**config.mk**
```make
export PLATFORM = sky130hd
export DESIGN_NAME = reg_op_arbiter
export DESIGN_NICKNAME = d
export VERILOG_FILES = /design/src/rtl/reg_op_arbiter.sv
export SDC_FILE = /design/constraint.sdc
export NUM_CORES = 1
export LEC_CHECK = 0
export CORE_UTILIZATION = 40
export DETAILED_ROUTE_END_ITERATION = 7
export PLACE_DENSITY = 0.89
export SLEW_MARGIN = 20
export SYNTH_ARGS = -nofsm -noshare
export SYNTH_HDL_FRONTEND = slang
export SYNTH_SLANG_ARGS = --single-unit
```
**constraint.sdc**
```tcl
create_clock -name Clock -period 2.01 [get_ports Clock]
set_input_delay 0.402 -clock Clock [delete_from_list [all_inputs] [get_ports Clock]]
set_output_delay 0.402 -clock Clock [all_outputs]
set_load 0.005 [all_outputs]
```
**src/rtl/reg_op_arbiter.sv**
```systemverilog
// Two-requester round-robin front end for a bank of NREG 16-bit
// E/FunSel registers. One command is latched at a time; its register's
// enable is held for N cycles (repeat count for inc/dec, one cycle for
// load/clear), then a Done pulse returns the arbiter to IDLE.

// Invariant monitor for the arbiter outputs; instantiated by the top.
module reg_op_arbiter_chk #(
  parameter int NREG = 4
) (
  input logic            Clock,
  input logic            Reset,
  input logic            AckA,
  input logic            AckB,
  input logic            DoneA,
  input logic            DoneB,
  input logic            Err,
  input logic            Busy,
  input logic [NREG-1:0] RegE
);

  a_ack_excl: assert property (@(posedge Clock) disable iff (Reset) !(AckA && AckB));
  a_done_excl: assert property (@(posedge Clock) disable iff (Reset) !(DoneA && DoneB));
  a_rege_onehot0: assert property (@(posedge Clock) disable iff (Reset) $onehot0(RegE));
  a_err_with_done: assert property (@(posedge Clock) disable iff (Reset) Err |-> (DoneA || DoneB));
  a_rege_only_busy: assert property (@(posedge Clock) disable iff (Reset) (RegE != '0) |-> Busy);

endmodule

module reg_op_arbiter #(
  parameter int NREG  = 4,
  parameter int SEL_W = 2,
  parameter int CNT_W = 4
) (
  input  logic             Clock,
  input  logic             Reset,
  input  logic             ReqA,
  input  logic [SEL_W-1:0] SelA,
  input  logic [1:0]       FunA,
  input  logic [15:0]      DataA,
  input  logic [CNT_W-1:0] CountA,
  input  logic             ReqB,
  input  logic [SEL_W-1:0] SelB,
  input  logic [1:0]       FunB,
  input  logic [15:0]      DataB,
  input  logic [CNT_W-1:0] CountB,
  output logic             AckA,
  output logic             AckB,
  output logic             DoneA,
  output logic             DoneB,
  output logic             Err,
  output logic             Busy,
  output logic [NREG-1:0]  RegE,
  output logic [1:0]       FunSel,
  output logic [15:0]      I
);

  typedef enum logic [0:0] {
    ST_IDLE = 1'b0,
    ST_EXEC = 1'b1
  } state_t;

  localparam logic [1:0] FUN_DEC   = 2'b00;
  localparam logic [1:0] FUN_INC   = 2'b01;
  localparam logic [1:0] FUN_LOAD  = 2'b10;
  localparam logic [1:0] FUN_CLEAR = 2'b11;

  // A select value outside the bank still runs its cycles, but with no enable.
  function automatic logic sel_in_range(input logic [SEL_W-1:0] sel);
    return (32'(sel) < 32'(NREG));
  endfunction

  // One-hot enable for the selected register; zero when out of range.
  function automatic logic [NREG-1:0] sel_decode(input logic [SEL_W-1:0] sel);
    logic [NREG-1:0] oh;
    oh = '0;
    for (int i = 0; i < NREG; i++) begin
      oh[i] = (32'(sel) == 32'(i));
    end
    return oh;
  endfunction

  // Number of enabled cycles: inc/dec repeat Count times (0 acts as 1),
  // load and clear always take exactly one cycle.
  function automatic logic [CNT_W-1:0] load_count(input logic [1:0]       fun,
                                                  input logic [CNT_W-1:0] count);
    logic [CNT_W-1:0] n;
    case (fun)
      FUN_DEC, FUN_INC: begin
        if (count == '0) begin
          n = CNT_W'(1);
        end else begin
          n = count;
        end
      end
      FUN_LOAD, FUN_CLEAR: n = CNT_W'(1);
      default:             n = CNT_W'(1);
    endcase
    return n;
  endfunction

  state_t           state_r;
  logic             prio_b_r;    // 1: B wins a tie (A was granted last)
  logic             owner_b_r;   // requester owning the running command
  logic             err_pend_r;  // running command targets a missing register
  logic [CNT_W-1:0] cnt_r;       // enabled cycles still to run, including this one

  logic             grant_a_s;
  logic             grant_b_s;
  logic [SEL_W-1:0] win_sel_s;
  logic [1:0]       win_fun_s;
  logic [15:0]      win_data_s;
  logic [CNT_W-1:0] win_count_s;

  // Round-robin arbitration between the two request lines.
  always_comb begin
    grant_a_s = 1'b0;
    grant_b_s = 1'b0;
    if (ReqA && ReqB) begin
      if (prio_b_r) begin
        grant_b_s = 1'b1;
      end else begin
        grant_a_s = 1'b1;
      end
    end else if (ReqA) begin
      grant_a_s = 1'b1;
    end else if (ReqB) begin
      grant_b_s = 1'b1;
    end else begin
      grant_a_s = 1'b0;
      grant_b_s = 1'b0;
    end
  end

  // Steer the winning requester's command fields.
  always_comb begin
    win_sel_s   = SelA;
    win_fun_s   = FunA;
    win_data_s  = DataA;
    win_count_s = CountA;
    if (grant_b_s) begin
      win_sel_s   = SelB;
      win_fun_s   = FunB;
      win_data_s  = DataB;
      win_count_s = CountB;
    end else begin
      win_sel_s   = SelA;
      win_fun_s   = FunA;
      win_data_s  = DataA;
      win_count_s = CountA;
    end
  end

  // Command sequencer: accept in IDLE, hold the enable for N cycles in EXEC.
  always_ff @(posedge Clock) begin
    if (Reset) begin
      state_r    <= ST_IDLE;
      prio_b_r   <= 1'b0;
      owner_b_r  <= 1'b0;
      err_pend_r <= 1'b0;
      cnt_r      <= '0;
      AckA       <= 1'b0;
      AckB       <= 1'b0;
      DoneA      <= 1'b0;
      DoneB      <= 1'b0;
      Err        <= 1'b0;
      Busy       <= 1'b0;
      RegE       <= '0;
      FunSel     <= 2'b00;
      I          <= 16'h0000;
    end else begin
      case (state_r)
        ST_IDLE: begin
          DoneA <= 1'b0;
          DoneB <= 1'b0;
          Err   <= 1'b0;
          if (grant_a_s || grant_b_s) begin
            AckA       <= grant_a_s;
            AckB       <= grant_b_s;
            Busy       <= 1'b1;
            RegE       <= sel_decode(win_sel_s);
            FunSel     <= win_fun_s;
            I          <= win_data_s;
            cnt_r      <= load_count(win_fun_s, win_count_s);
            err_pend_r <= ~sel_in_range(win_sel_s);
            owner_b_r  <= grant_b_s;
            prio_b_r   <= grant_a_s;
            state_r    <= ST_EXEC;
          end else begin
            AckA <= 1'b0;
            AckB <= 1'b0;
            Busy <= 1'b0;
          end
        end
        ST_EXEC: begin
          AckA <= 1'b0;
          AckB <= 1'b0;
          if (cnt_r <= CNT_W'(1)) begin
            // Last enabled cycle ends here: release the bank and report.
            RegE    <= '0;
            Busy    <= 1'b0;
            DoneA   <= ~owner_b_r;
            DoneB   <= owner_b_r;
            Err     <= err_pend_r;
            cnt_r   <= '0;
            state_r <= ST_IDLE;
          end else begin
            cnt_r <= cnt_r - CNT_W'(1);
          end
        end
        default: begin
          state_r <= ST_IDLE;
          cnt_r   <= '0;
          AckA    <= 1'b0;
          AckB    <= 1'b0;
          DoneA   <= 1'b0;
          DoneB   <= 1'b0;
          Err     <= 1'b0;
          Busy    <= 1'b0;
          RegE    <= '0;
        end
      endcase
    end
  end

  reg_op_arbiter_chk #(.NREG(NREG)) u_chk (
    .Clock (Clock),
    .Reset (Reset),
    .AckA  (AckA),
    .AckB  (AckB),
    .DoneA (DoneA),
    .DoneB (DoneB),
    .Err   (Err),
    .Busy  (Busy),
    .RegE  (RegE)
  );

endmodule

```
==> flow_summary.json <==
{
  "run_status": "finished clean",
  "core_um2": 3770,
  "crit_chain": "inv_1 > ha_1 > nor2_1 > o31ai_1 > nand2_1 > a32oi_1 > nor2_1",
  "track_usage": 0.201,
  "num_antenna_cells": 0,
  "pwr-share-clk": 0.283,
  "grt_first_pass_wirelength_um": 6380,
  "placed_area_um2": 2410,
  "layout-drive-gt1-share": 0.0960,
  "rsz0062_at_grt": "false",
  "fin_crit_ps": 1780,
  "routed_wl_um": 4040,
  "power.total_mw": 1.80,
  "cts_buffers": 5,
  "synthDistinctLibCells": 36,
  "seq_power_share": 0.441,
  "antenna_found_initial": 0,
  "p_sw_frac": 0.270,
  "syn_avg_cell_area_um2": 9.55,
  "grt_start_max_net_pins": 25,
  "tightest_slew_ps": 648,
  "setup_viol": 0,
  "power.density_nw_per_um2": 720,
  "synth_cells": 170,
  "worst_hold_path_type": "reg -> reg",
  "irDropWorstVdd_v": 0.000367,
  "overflow": 0,
  "dr_total_vias": 1577,
  "clockBufferDepth": 2,
  "syn_area_um2": 1620,
  "ys_ff_latch": 34,
  "hold_viol": 0,
  "slowest_delay_ps": 470,
  "drv_cap": 0,
  "root_buffer": "clkbuf_8",
  "synth_common_cells": "34 x dfxtp_1, 28 x nor2_1, 21 x mux2i_1",
  "cp.depth": 7,
  "finClkSkew_ps": 4.55,
  "post-route-util": 0.665,
  "area_growth_pct": 54.4,
  "synth_area_leaders": "dfxtp_1 42%, mux2i_1 13%, a211oi_1 8.8%",
  "hpwlAfterDp_um": 3040,
  "vias_per_cell": 5.29,
  "first_iter_violations": 88,
  "clock_sinks": 34,
  "cp_max_fo": 6,
  "synth-edff-count": 0,
  "grt_pass1_vias": 1539,
  "drtPass1Iterations": 4,
  "htree_levels": 2,
  "critPathLaunchType": "flip-flop",
  "stdcell_area_um2": 2510,
  "yosysMostFrequentCell": "dfxtp_1",
  "routabilityCongestion": 0.795,
  "endpoint_kind": "flip-flop",
  "combPwrFrac": 0.275,
  "switchingPower_mw": 0.487,
  "io_buffers": 78,
  "r2r_cells": 7,
  "post-cts-setup-buffer-count": 0,
  "leakage_nw": 1.03,
  "slew_violations": 0,
  "cpLargestDelayFamily": "compound AO/OA/AOI/OAI gates",
  "cts_tree": "built",
  "synth_top_area_cell": "dfxtp_1",
  "holdBufCountCts": 0,
  "critical_path_class": "reg -> reg",
  "io_pins": 80,
  "cp.arrival_ps": 1960,
  "cp_common_cell": "nor2_1",
  "slowest_stage": "o31ai_1",
  "syn_nets": 224,
  "setup_tns_ps": 0,
  "worst_slack_ps": 230,
  "fp-row-count": 22,
  "synth_top_area_frac": 0.419,
  "seq_area_frac_synth": 0.419,
  "avgRoutedWirePerCell_um": 13.6,
  "holdPathStages": 1,
  "die_w_um": 65.7,
  "ys_warn_count": 0,
  "clk-insertion-delay-late_ps": 290,
  "clkSlewWorstSetupHoldPaths_ps": 70,
  "ys.flop_type": "dfxtp_1",
  "fin_crit_sh": 0.886,
  "layout.nets": 303,
  "cp_data_required_time_ps": 2190,
  "ant_nets": 0,
  "slew_headroom": 0.557,
  "drc": 0,
  "synthArstFlopShare": 0,
  "fmax_ghz": 0.562,
  "p_int_mw": 1.32,
  "dp_slack_ps": 27.6,
  "cts_resized": 0,
  "die-height_um": 65.7,
  "start_util": 0.430,
  "dieArea_um2": 4320,
  "critPathBufInv": 1
}
-- power groups by stage --
stage / Combinational [mW] / Clock (mW) / Sequential, mW
floorplan: 0.250 / 0 / 0.805
global placement: 0.482 / 0 / 0.809
detailed placement: 0.495 / 0 / 0.811
CTS: 0.500 / 0.524 / 0.797
global route: 0.541 / 0.561 / 0.807
finish: 0.497 / 0.511 / 0.796
-- through the flow --
stage,cells,hold slack (ps)
after floorplan,170,465
after global placement,290,449
after detailed placement,290,474
after CTS,298,489
after global routing,298,504
final,298,488
-- kinds of logic after synthesis --
family	share of synthesized area
buffers and inverters	0.0740
other	0.00231
adders and majority gates	0.0154
and+or+nand+nor	0.140
DFF	0.419
muxes	0.143
AOI/OAI and AO/OA	0.206
-- path summary, 6_finish.rpt --
kind,from,endpoint,slack [ps]
min reg2reg,Busy,Busy,490
min,Busy,Busy,490
max,cnt_r[0],RegE[1],230
max reg2reg,cnt_r[0],RegE[1],230
-- layer usage --
metal / vias to the layer above / part of all wire / track usage
met1: 725 / 0.39 / 0.191
met3: 11 / 0.087 / 0.0851
li1: 779 / - / -
met4: 0 / 0.028 / 0.103
met2: 62 / 0.49 / 0.362
met5: - / 0 / 0
-- cell usage in the layout, fill, tap and decap left out, types with 4 or more instances in the layout --
cell type and count:
mux2i_1 21, clkdlybuf4s50_1 78, a21oi_1 5, clkbuf_8 6, o21ai_0 6, inv_1 4
buf_4 7, a211oi_1 19, dfxtp_1 34, nor3_1 4, nor2_1 28, a32oi_1 4
-- area by class of cell --
type	count	area (um2)
multi-input cells	118	822
well taps	48	60.1
clock buffers	7	86.3
fillers	330	1260
inverters	5	18.8
clock inverters	1	5.00
flip-flops and latches	34	681
repair buffers	85	833
-- registers in the layout (all words and copies together) (netlist names) --
name       cells
prio_b_r       1
I             16
DoneB          1
owner_b_r      1
AckB           1
state_r        1
RegE           4
FunSel         2
Busy           1
DoneA          1
AckA           1
cnt_r          4
-- worst reg2reg max path, delay by kind of cell (launching register included) --
kind	cells	cell delay, ps
simple gates	3	370
fa+ha+maj	1	180
buf+inv	1	70
flops	1	360
compound gates	2	680
(Power assumes the default switching activity.)
